==> config.mk <==
export PLATFORM = sky130hd
export DESIGN_NAME = riscv_mtimer_flat
export DESIGN_NICKNAME = d
export VERILOG_FILES = /design/src/rtl/riscv_mtimer_pkg.sv /design/src/rtl/riscv_mtimer_if.sv /design/src/rtl/riscv_mtimer_prescaler.sv /design/src/rtl/riscv_mtimer.sv /design/src/flat_wrapper.sv
export SDC_FILE = /design/constraint.sdc
export NUM_CORES = 1
export LEC_CHECK = 0
export CORE_ASPECT_RATIO = 0.7
export CORE_MARGIN = 1
export CORE_UTILIZATION = 40
export CTS_CLUSTER_SIZE = 25
export DETAILED_ROUTE_END_ITERATION = 12
export PLACE_DENSITY = 0.68
export SETUP_SLACK_MARGIN = 0.05
export SYNTH_ARGS = -nofsm -noshare
export SYNTH_HDL_FRONTEND = slang
export SYNTH_SLANG_ARGS = --single-unit
==> constraint.sdc <==
create_clock -name clk -period 6.9 [get_ports clk]
set_input_delay 1.38 -clock clk [delete_from_list [all_inputs] [get_ports clk]]
set_output_delay 1.38 -clock clk [all_outputs]
set_load 0.02 [all_outputs]
==> src/rtl/riscv_mtimer_pkg.sv <==
`default_nettype none
// ============================================================================
// Module      : riscv_mtimer_pkg
// Description : Register offsets, CTRL bit positions and reset constants
//               shared by the machine timer peripheral.
// Revision    : 1.0 - initial release
// ============================================================================
package riscv_mtimer_pkg;

    localparam logic [2:0] MTIMER_MTIME_LO = 3'd0;
    localparam logic [2:0] MTIMER_MTIME_HI = 3'd1;
    localparam logic [2:0] MTIMER_CMP_LO   = 3'd2;
    localparam logic [2:0] MTIMER_CMP_HI   = 3'd3;
    localparam logic [2:0] MTIMER_PERIOD   = 3'd4;
    localparam logic [2:0] MTIMER_CTRL     = 3'd5;

    localparam int CTRL_EN_BIT     = 0;
    localparam int CTRL_PULSE_BIT  = 1;
    localparam int CTRL_RELOAD_BIT = 2;
    localparam int CTRL_DIV_LSB    = 8;

    localparam logic [63:0] MTIMER_CMP_RESET = 64'hFFFF_FFFF_FFFF_FFFF;

endpackage
`default_nettype wire

==> src/rtl/riscv_mtimer_if.sv <==
`default_nettype none
// ============================================================================
// Module      : riscv_mtimer_if
// Description : Data-memory bus slice seen by the machine timer.
// Revision    : 1.0 - initial release
// ============================================================================
interface riscv_mtimer_if;
    logic        sel;
    logic        we;
    logic [2:0]  addr;
    logic [31:0] wdata;
    logic [31:0] rdata;

    modport master (output sel, output we, output addr, output wdata, input rdata);
    modport slave  (input sel, input we, input addr, input wdata, output rdata);
endinterface
`default_nettype wire

==> src/rtl/riscv_mtimer_prescaler.sv <==
`default_nettype none
// ============================================================================
// Module      : riscv_mtimer_prescaler
// Description : Divide-by-(DIV+1) tick generator for the mtime counter.
// Revision    : 1.0 - initial release
// ============================================================================
module riscv_mtimer_prescaler #(
    parameter int PRESCALE_W = 8
) (
    input  wire logic                  clk,
    input  wire logic                  rst,
    input  wire logic                  en,
    input  wire logic [PRESCALE_W-1:0] div,
    input  wire logic                  clr,
    output logic                       tick
);

    logic [PRESCALE_W-1:0] r_count;

    assign tick = en & (r_count == div);

    always_ff @(posedge clk or posedge rst) begin
        if (rst) begin
            r_count <= '0;
        end else if (clr) begin
            r_count <= '0;
        end else if (en) begin
            r_count <= tick ? '0 : r_count + 1'b1;
        end
    end

endmodule
`default_nettype wire

==> src/rtl/riscv_mtimer.sv <==
`default_nettype none
// ============================================================================
// Module      : riscv_mtimer
// Description : 64-bit machine timer with compare, auto-reload and
//               level/pulse interrupt generation.
// Revision    : 1.0 - initial release
// ============================================================================
module riscv_mtimer
    import riscv_mtimer_pkg::*;
#(
    parameter int PRESCALE_W = 8,
    parameter bit RESET_EN   = 1'b0
) (
    input  wire logic       clk,
    input  wire logic       rst,
    riscv_mtimer_if.slave   bus,
    output logic            timer_irq
);

    logic [63:0]           r_mtime;
    logic [63:0]           r_mtimecmp;
    logic [31:0]           r_period;
    logic                  r_en;
    logic                  r_pulse;
    logic                  r_reload;
    logic [PRESCALE_W-1:0] r_div;
    logic                  r_match_q;
    logic                  r_irq;

    logic w_wr;
    logic w_wr_mlo, w_wr_mhi, w_wr_clo, w_wr_chi, w_wr_per, w_wr_ctrl;
    logic w_tick, w_tick_eff, w_en_clear, w_match;
    logic [31:0] w_ctrl_rd;

    assign w_wr      = bus.sel & bus.we;
    assign w_wr_mlo  = w_wr & (bus.addr == MTIMER_MTIME_LO);
    assign w_wr_mhi  = w_wr & (bus.addr == MTIMER_MTIME_HI);
    assign w_wr_clo  = w_wr & (bus.addr == MTIMER_CMP_LO);
    assign w_wr_chi  = w_wr & (bus.addr == MTIMER_CMP_HI);
    assign w_wr_per  = w_wr & (bus.addr == MTIMER_PERIOD);
    assign w_wr_ctrl = w_wr & (bus.addr == MTIMER_CTRL);

    // A CTRL write that disables the timer overrides any tick in the same cycle.
    assign w_en_clear = w_wr_ctrl & ~bus.wdata[CTRL_EN_BIT];
    assign w_tick_eff = w_tick & ~w_en_clear;
    assign w_match    = (r_mtime >= r_mtimecmp);

    riscv_mtimer_prescaler #(
        .PRESCALE_W (PRESCALE_W)
    ) u_prescaler (
        .clk  (clk),
        .rst  (rst),
        .en   (r_en),
        .div  (r_div),
        .clr  (w_wr_ctrl),
        .tick (w_tick)
    );

    always_ff @(posedge clk or posedge rst) begin
        if (rst) begin
            r_mtime <= '0;
        end else if (w_wr_mlo) begin
            r_mtime[31:0] <= bus.wdata;
        end else if (w_wr_mhi) begin
            r_mtime[63:32] <= bus.wdata;
        end else if (w_tick_eff) begin
            r_mtime <= r_mtime + 64'd1;
        end
    end

    always_ff @(posedge clk or posedge rst) begin
        if (rst) begin
            r_mtimecmp <= MTIMER_CMP_RESET;
        end else if (w_wr_clo) begin
            r_mtimecmp[31:0] <= bus.wdata;
        end else if (w_wr_chi) begin
            r_mtimecmp[63:32] <= bus.wdata;
        end else if (w_tick_eff & r_reload & w_match) begin
            r_mtimecmp <= r_mtimecmp + {32'b0, r_period};
        end
    end

    always_ff @(posedge clk or posedge rst) begin
        if (rst) begin
            r_period <= '0;
            r_en     <= RESET_EN;
            r_pulse  <= 1'b0;
            r_reload <= 1'b0;
            r_div    <= '0;
        end else begin
            if (w_wr_per) begin
                r_period <= bus.wdata;
            end
            if (w_wr_ctrl) begin
                r_en     <= bus.wdata[CTRL_EN_BIT];
                r_pulse  <= bus.wdata[CTRL_PULSE_BIT];
                r_reload <= bus.wdata[CTRL_RELOAD_BIT];
                r_div    <= bus.wdata[CTRL_DIV_LSB +: PRESCALE_W];
            end
        end
    end

    // Pulse mode only fires on the rising edge of the compare result.
    always_ff @(posedge clk or posedge rst) begin
        if (rst) begin
            r_match_q <= 1'b0;
            r_irq     <= 1'b0;
        end else begin
            r_match_q <= w_match;
            r_irq     <= r_en & w_match & (~r_pulse | ~r_match_q);
        end
    end

    assign timer_irq = r_irq;

    always_comb begin
        w_ctrl_rd                                 = '0;
        w_ctrl_rd[CTRL_EN_BIT]                    = r_en;
        w_ctrl_rd[CTRL_PULSE_BIT]                 = r_pulse;
        w_ctrl_rd[CTRL_RELOAD_BIT]                = r_reload;
        w_ctrl_rd[CTRL_DIV_LSB +: PRESCALE_W]     = r_div;
    end

    always_comb begin
        bus.rdata = '0;
        if (bus.sel) begin
            case (bus.addr)
                MTIMER_MTIME_LO: bus.rdata = r_mtime[31:0];
                MTIMER_MTIME_HI: bus.rdata = r_mtime[63:32];
                MTIMER_CMP_LO:   bus.rdata = r_mtimecmp[31:0];
                MTIMER_CMP_HI:   bus.rdata = r_mtimecmp[63:32];
                MTIMER_PERIOD:   bus.rdata = r_period;
                MTIMER_CTRL:     bus.rdata = w_ctrl_rd;
                default:         bus.rdata = '0;
            endcase
        end
    end

endmodule
`default_nettype wire

==> src/flat_wrapper.sv <==
// flat-port wrapper written by rule: the top's interface ports become plain ports
module riscv_mtimer_flat import riscv_mtimer_pkg::*;
#(
    parameter int PRESCALE_W = 8,
    parameter bit RESET_EN   = 1'b0
)
  (clk, rst, timer_irq, bus_sel, bus_we, bus_addr, bus_wdata, bus_rdata);
  riscv_mtimer_if bus_i ();
  input  wire logic clk;
  input  wire logic rst;
  output logic timer_irq;
  input wire logic [$bits(bus_i.sel)-1:0] bus_sel;
  input wire logic [$bits(bus_i.we)-1:0] bus_we;
  input wire logic [$bits(bus_i.addr)-1:0] bus_addr;
  input wire logic [$bits(bus_i.wdata)-1:0] bus_wdata;
  output wire logic [$bits(bus_i.rdata)-1:0] bus_rdata;
  assign bus_i.sel = bus_sel;
  assign bus_i.we = bus_we;
  assign bus_i.addr = bus_addr;
  assign bus_i.wdata = bus_wdata;
  assign bus_rdata = bus_i.rdata;
  riscv_mtimer #(.PRESCALE_W(PRESCALE_W), .RESET_EN(RESET_EN)) u_core (.clk(clk), .rst(rst), .bus(bus_i), .timer_irq(timer_irq));
endmodule
==> flow_metrics.tcl, run 1 <==
set metrics [dict create \
    vdd.ir_drop.worst_mv 0.181 \
    ys_seq_area_frac 0.324 \
    coreArea_um2 34900 \
    cts.sinks 181 \
    cts_buffer_depth 2 \
    cts_tree "done" \
    slew-limit-headroom 0.160 \
    cp_cell_sequence "clkdlybuf4s50_1, nor2b_1, nor2b_1, a22oi_1, a21oi_1, clkdlybuf4s50_1" \
    leakagePower_nw 6.10 \
    post_cts_resized 0 \
    crit_path_top_delay_cell "nor2b_1" \
    synthCells 1727 \
    firstDrtPassIters 6 \
    yosysTopAreaCell "dfrtp_1" \
    synth.cell_area_um2 14200 \
    grt_max_degree 131 \
    antenna_found_initial 1 \
    status "complete, no violations" \
    drive_above_1_share 0.116 \
    overflow 0 \
    die_w_um 227 \
    worst_slew_pin_slew_ns 1.25 \
    dr_total_vias 14200 \
    timing.final.max_slew_violations 0 \
    post-route-period-util 0.827 \
    hold_viol 0 \
    ys_async_sr_fraction 1.00 \
    reg2reg_from "u_core.r_mtimecmp[45]" \
    rsz0062_at_grt "false" \
    start_util 0.408 \
    io_buffers 71 \
    end_kind "output port" \
    critPathTopFamily "simple AND/OR/NAND/NOR gates" \
    fp-row-count 57 \
    yosysTopAreaCellShare 0.206 \
    syn_to_final_growth_pct 11.6 \
    finClkSkew_ns 0.0165 \
    synth.distinct_cells 77 \
    wire_per_inst_um 24.4 \
    max_cap_violations 0 \
    ys_warn_count 0 \
    routed_wl_um 54300 \
    vias_per_cell 6.36 \
    htree_num_levels 4 \
    dieArea_um2 36400 \
    ctsHoldBuffers 0 \
    syn_area_per_cell_um2 8.24 \
    critPathMaxFanout 12 \
    hold_path.class "reg -> reg" \
    cts_buffers 17 \
    start_kind "primary input" \
    total_power_mw 4.30 \
    ioPinCount 72 \
    cts_root_buffer "clkbuf_16" \
    drt_iter0_drc 1744 \
    gp_congestion 0.968 \
    period_minus_slack_ns 5.70 \
    dieHeight_um 160 \
    synth_commonest_cells "207 x nand2_1, 156 x o21ai_0, 152 x a21oi_1" \
    path_buf_inv 2 \
    cpPeakStageDelay_ns 0.82 \
    dp_hpwl_um 41000 \
    syn_nets 1865 \
    setup_violations 0 \
    yosysMostFrequentCell "nand2_1" \
    synth_enable_flop_cells 0 \
    synth_top_cells_by_area "dfrtp_1 21%, dfstp_2 12%, ha_1 8.6%" \
    nets 1878 \
    ys.flop_type "dfrtp_1" \
    setup_tns_ns 0 \
    power_per_cell_area_nw_per_um2 270 \
    ys_ff_latch 181 \
    antenna_left 0 \
    grt_use_total 0.301 \
    worst_ep_required_time_ns 5.52 \
    arrival_ns 4.32 \
    post_cts.repair.setup_buffers 0 \
    path_clk_slew_ns 0.08 \
    drc 0 \
    clk_latency_ns 0.47 \
    grt_pass1_vias 12800 \
    grt_pass1_wl_um 81900 \
    fmax_mhz 175 \
    worstSetupPathType "in -> out" \
    startpoint "bus_addr[1]" \
    hp-start "u_core.r_mtimecmp[35]" \
]
-- area by class of cell --
class	instances	area, um2
Fill cell	3406	19000
Multi-Input combinational cell	1376	8980
Sequential cell	181	4610
Timing Repair Buffer	85	806
Tap cell	472	591
Clock buffer	18	429
Inverter	79	304
Clock inverter	14	171
Antenna cell	2	5.00
-- cell usage in the layout, fill, tap and decap left out, drive strengths merged, types with 60 or more instances in the layout --
| cell type | count |
|---|---|
| a21oi | 152 |
| dfrtp | 117 |
| nor2 | 135 |
| inv | 85 |
| dfstp | 64 |
| clkdlybuf4s50 | 69 |
| mux2 | 60 |
| ha | 98 |
| nand2 | 207 |
| o21ai | 163 |
-- per-stage QoR --
step / cell area [um2] / utilization / worst slack (ns) / cells / hold slack, ns
2_1_floorplan: 14200 / - / 0.711 / 1727 / 0.486
4_1_cts: 15900 / 0.456 / 1.31 / 2225 / 0.544
6_report: 15900 / 0.456 / 1.20 / 2227 / 0.549
3_3_place_gp: 15300 / 0.438 / 1.24 / 2193 / 0.529
5_1_grt: 15900 / 0.456 / 1.10 / 2225 / 0.559
3_5_place_dp: 15300 / 0.438 / 1.31 / 2193 / 0.533
-- worst paths after layout --
check,to,slack (ns),depth (start not counted)
worst max register to register,u_core.r_mtimecmp[45],2.13,12
worst min-delay path,u_core.r_mtimecmp[35],0.55,1
max in group asynchronous,u_core.r_mtime[15],4.02,3
worst min register to register,u_core.r_mtimecmp[35],0.55,1
min in group asynchronous,u_core.r_period[11],1.52,2
worst max-delay path,bus_rdata[22],1.20,6
-- power by group --
part,leakage (nW),total (mW),switching [mW],internal (mW)
registers,2.15,1.67,0.373,1.30
clock network,0.289,1.05,0.501,0.547
logic,3.66,1.57,0.917,0.657
total,6.10,4.30,1.79,2.51
-- registers in the layout, summed over array words and instances, names as in the netlist --
signal / cells
u_core.r_pulse: 1
u_core.u_prescaler.r_count: 8
u_core.timer_irq: 1
u_core.r_en: 1
u_core.r_match_q: 1
u_core.r_mtimecmp: 64
u_core.r_reload: 1
u_core.r_period: 32
u_core.r_mtime: 64
u_core.r_div: 8
-- kinds of logic (layout without fill, tap and decap cells) --
| logic type | after synthesis | after routing | share of synthesized area |
|---|---|---|---|
| AO/OA/AOI/OAI | 531 | 531 | 0.229 |
| XOR/XNOR | 71 | 71 | 0.0437 |
| adder cells (fa/ha/maj) | 99 | 99 | 0.0875 |
| buffers and inverters | 170 | 196 | 0.0473 |
| flip-flops | 181 | 181 | 0.324 |
| multiplexers | 94 | 94 | 0.0723 |
| other | 0 | 2 | 0 |
| AND/OR/NAND/NOR | 581 | 581 | 0.196 |
-- routing by layer --
| metal | part of all wire | GRT usage | vias to the layer above | routed length (um) |
|---|---|---|---|---|
| li1 | - | - | 6345 | - |
| met1 | 0.46 | 0.470 | 6925 | 25000 |
| met2 | 0.40 | 0.398 | 819 | 21700 |
| met3 | 0.12 | 0.0852 | 81 | 6660 |
| met4 | 0.018 | 0.0705 | 0 | 967 |
| met5 | 0 | 0 | - | 0 |
Power figures use the tool's default switching activity.
==> inputs of run 2 (changes only) <==
==> constraint.sdc (replaced) <==
create_clock -name clk -period 5.3 [get_ports clk]
set_input_delay 1.06 -clock clk [delete_from_list [all_inputs] [get_ports clk]]
set_output_delay 1.06 -clock clk [all_outputs]
set_load 0.02 [all_outputs]
==> run 2 against run 1 <==
  * First-iteration DRC count rose by 8.4%
  * Non-clock buffer count is 10 higher
  * Routed wire length shrank 1.8%
  * Sequential share of layout area decreased by 0.12 points
  * Clock skew increased by 0.0012 ns
  * Worst setup slack worse by 0.66 ns
  * Cell area up 0.42%
  * Clock power is 26% higher
  * Critical path depth is 2 higher
  * Power rose by 29%
  * Count of clock-buffer cells in the layout is 1 higher
  * Die area did not move
  * Critical endpoint is now bus_rdata[19]
  * Largest cell class unchanged
  * Largest power group unchanged
==> flow_metrics.tcl, run 2 (synthesis results as in run 1) <==
set metrics [dict create \
    status "complete, no violations" \
    ioPinCount 72 \
    final_util 0.458 \
    finClkSkew_ns 0.0177 \
    syn_to_final_growth_pct 12.1 \
    cts_buffer_depth 2 \
    drive_above_1_share 0.121 \
    total_power_mw 5.53 \
    fp-row-count 57 \
    drt_iter0_drc 1890 \
    grt_pass1_wl_um 80500 \
    drc 0 \
    routed_wl_um 53400 \
    start_kind "primary input" \
    antenna_found_initial 2 \
    post_cts.repair.setup_buffers 0 \
    dieArea_um2 36400 \
    end_kind "output port" \
    rsz0062_at_grt "false" \
    slew-limit-headroom 0.178 \
    leakagePower_nw 6.15 \
    grt_max_degree 180 \
    placed_cells 2203 \
    period_minus_slack_ns 4.76 \
    ctsHoldBuffers 0 \
    max_cap_violations 0 \
    cts_root_buffer "clkbuf_16" \
    cts.sinks 181 \
    post_cts_resized 0 \
    final_cells 2235 \
    nets 1888 \
    final_common_cell "nand2_1" \
    coreArea_um2 34900 \
    setup_violations 0 \
    antenna_left 0 \
    dr_total_vias 14200 \
    dp_hpwl_um 40100 \
    hold_path.class "reg -> reg" \
    power_per_cell_area_nw_per_um2 347 \
    grt_use_total 0.297 \
    hold_viol 0 \
    critPathMaxFanout 12 \
    antennaDiodeCount 0 \
    cts_tree "done" \
    htree_num_levels 4 \
    cts_buffers 17 \
    vdd.ir_drop.worst_mv 0.248 \
    io_buffers 71 \
    arrival_ns 3.70 \
    worstSetupPathType "in -> out" \
    timing.final.max_slew_violations 0 \
    gp_congestion 0.983 \
    firstDrtPassIters 6 \
    worst_ep_required_time_ns 4.24 \
    most-common-layout-cells "206 x nand2_1, 156 x o21ai_0, 152 x a21oi_1" \
    overflow 0 \
    wire_per_inst_um 23.9 \
    vias_per_cell 6.34 \
    setup_tns_ns 0 \
    die_w_um 227 \
    path_clk_slew_ns 0.08 \
    worst_slew_pin_slew_ns 1.22 \
    post-route-period-util 0.898 \
    grt_pass1_vias 13000 \
    dieHeight_um 160 \
    fmax_mhz 210 \
    reg_top3 "u_core.r_mtime x64, u_core.r_mtimecmp x64, u_core.r_period x32" \
    clk_latency_ns 0.47 \
    start_util 0.408 \
]
run 2: per-layer routing:
| layer | track usage | wire length (um) | vias up |
|---|---|---|---|
| li1 | - | - | 6339 |
| met1 | 0.463 | 24800 | 6969 |
| met2 | 0.398 | 21300 | 777 |
| met3 | 0.0756 | 6100 | 83 |
| met4 | 0.0735 | 1160 | 0 |
| met5 | 0 | 0 | - |
run 2: cell type report:
class / instances / area (um2)
Tap cell: 472 / 591
Inverter: 79 / 300
Sequential cell: 181 / 4610
Fill cell: 3392 / 18900
Multi-Input combinational cell: 1376 / 8980
Timing Repair Buffer: 95 / 893
Clock buffer: 19 / 453
Clock inverter: 13 / 135
run 2: path summary, 6_finish.rpt:
kind	startpoint	endpoint	slack, ns	cells after the start
setup / recovery	bus_addr[1]	bus_rdata[19]	0.54	8
hold / removal	u_core.r_mtimecmp[34]	u_core.r_mtimecmp[34]	0.55	1
setup reg to reg	u_core.r_mtimecmp[45]	u_core.r_mtimecmp[58]	1.18	12
hold reg to reg	u_core.r_mtimecmp[34]	u_core.r_mtimecmp[34]	0.55	1
max in group asynchronous	rst	u_core.r_mtime[44]	3.27	3
min in group asynchronous	rst	u_core.r_mtimecmp[11]	1.01	2
run 2: metrics by stage:
step	hold slack [ns]	cell area, um2	setup WS, ns
finish	0.548	16000	0.539
global route	0.565	16000	0.466
floorplan	0.486	14200	1.65
detailed placement	0.535	15400	0.553
CTS	0.547	16000	0.548
global placement	0.515	15400	0.605
run 2: critical path, stage by stage:
cell and delay (ns):
clkdlybuf4s50_1 0.63, buf_4 0.23, nor2b_1 0.36, nor2b_1 0.18, buf_4 0.20, a22oi_1 0.11
a21oi_1 0.26, clkdlybuf4s50_1 0.67
run 2: power breakdown:
| group | leakage [nW] | switching [mW] | total (mW) | internal (mW) |
|---|---|---|---|---|
| sequential | 2.15 | 0.465 | 2.16 | 1.69 |
| combinational | 3.71 | 1.19 | 2.05 | 0.860 |
| clock | 0.284 | 0.634 | 1.32 | 0.687 |
| total | 6.15 | 2.29 | 5.53 | 3.24 |
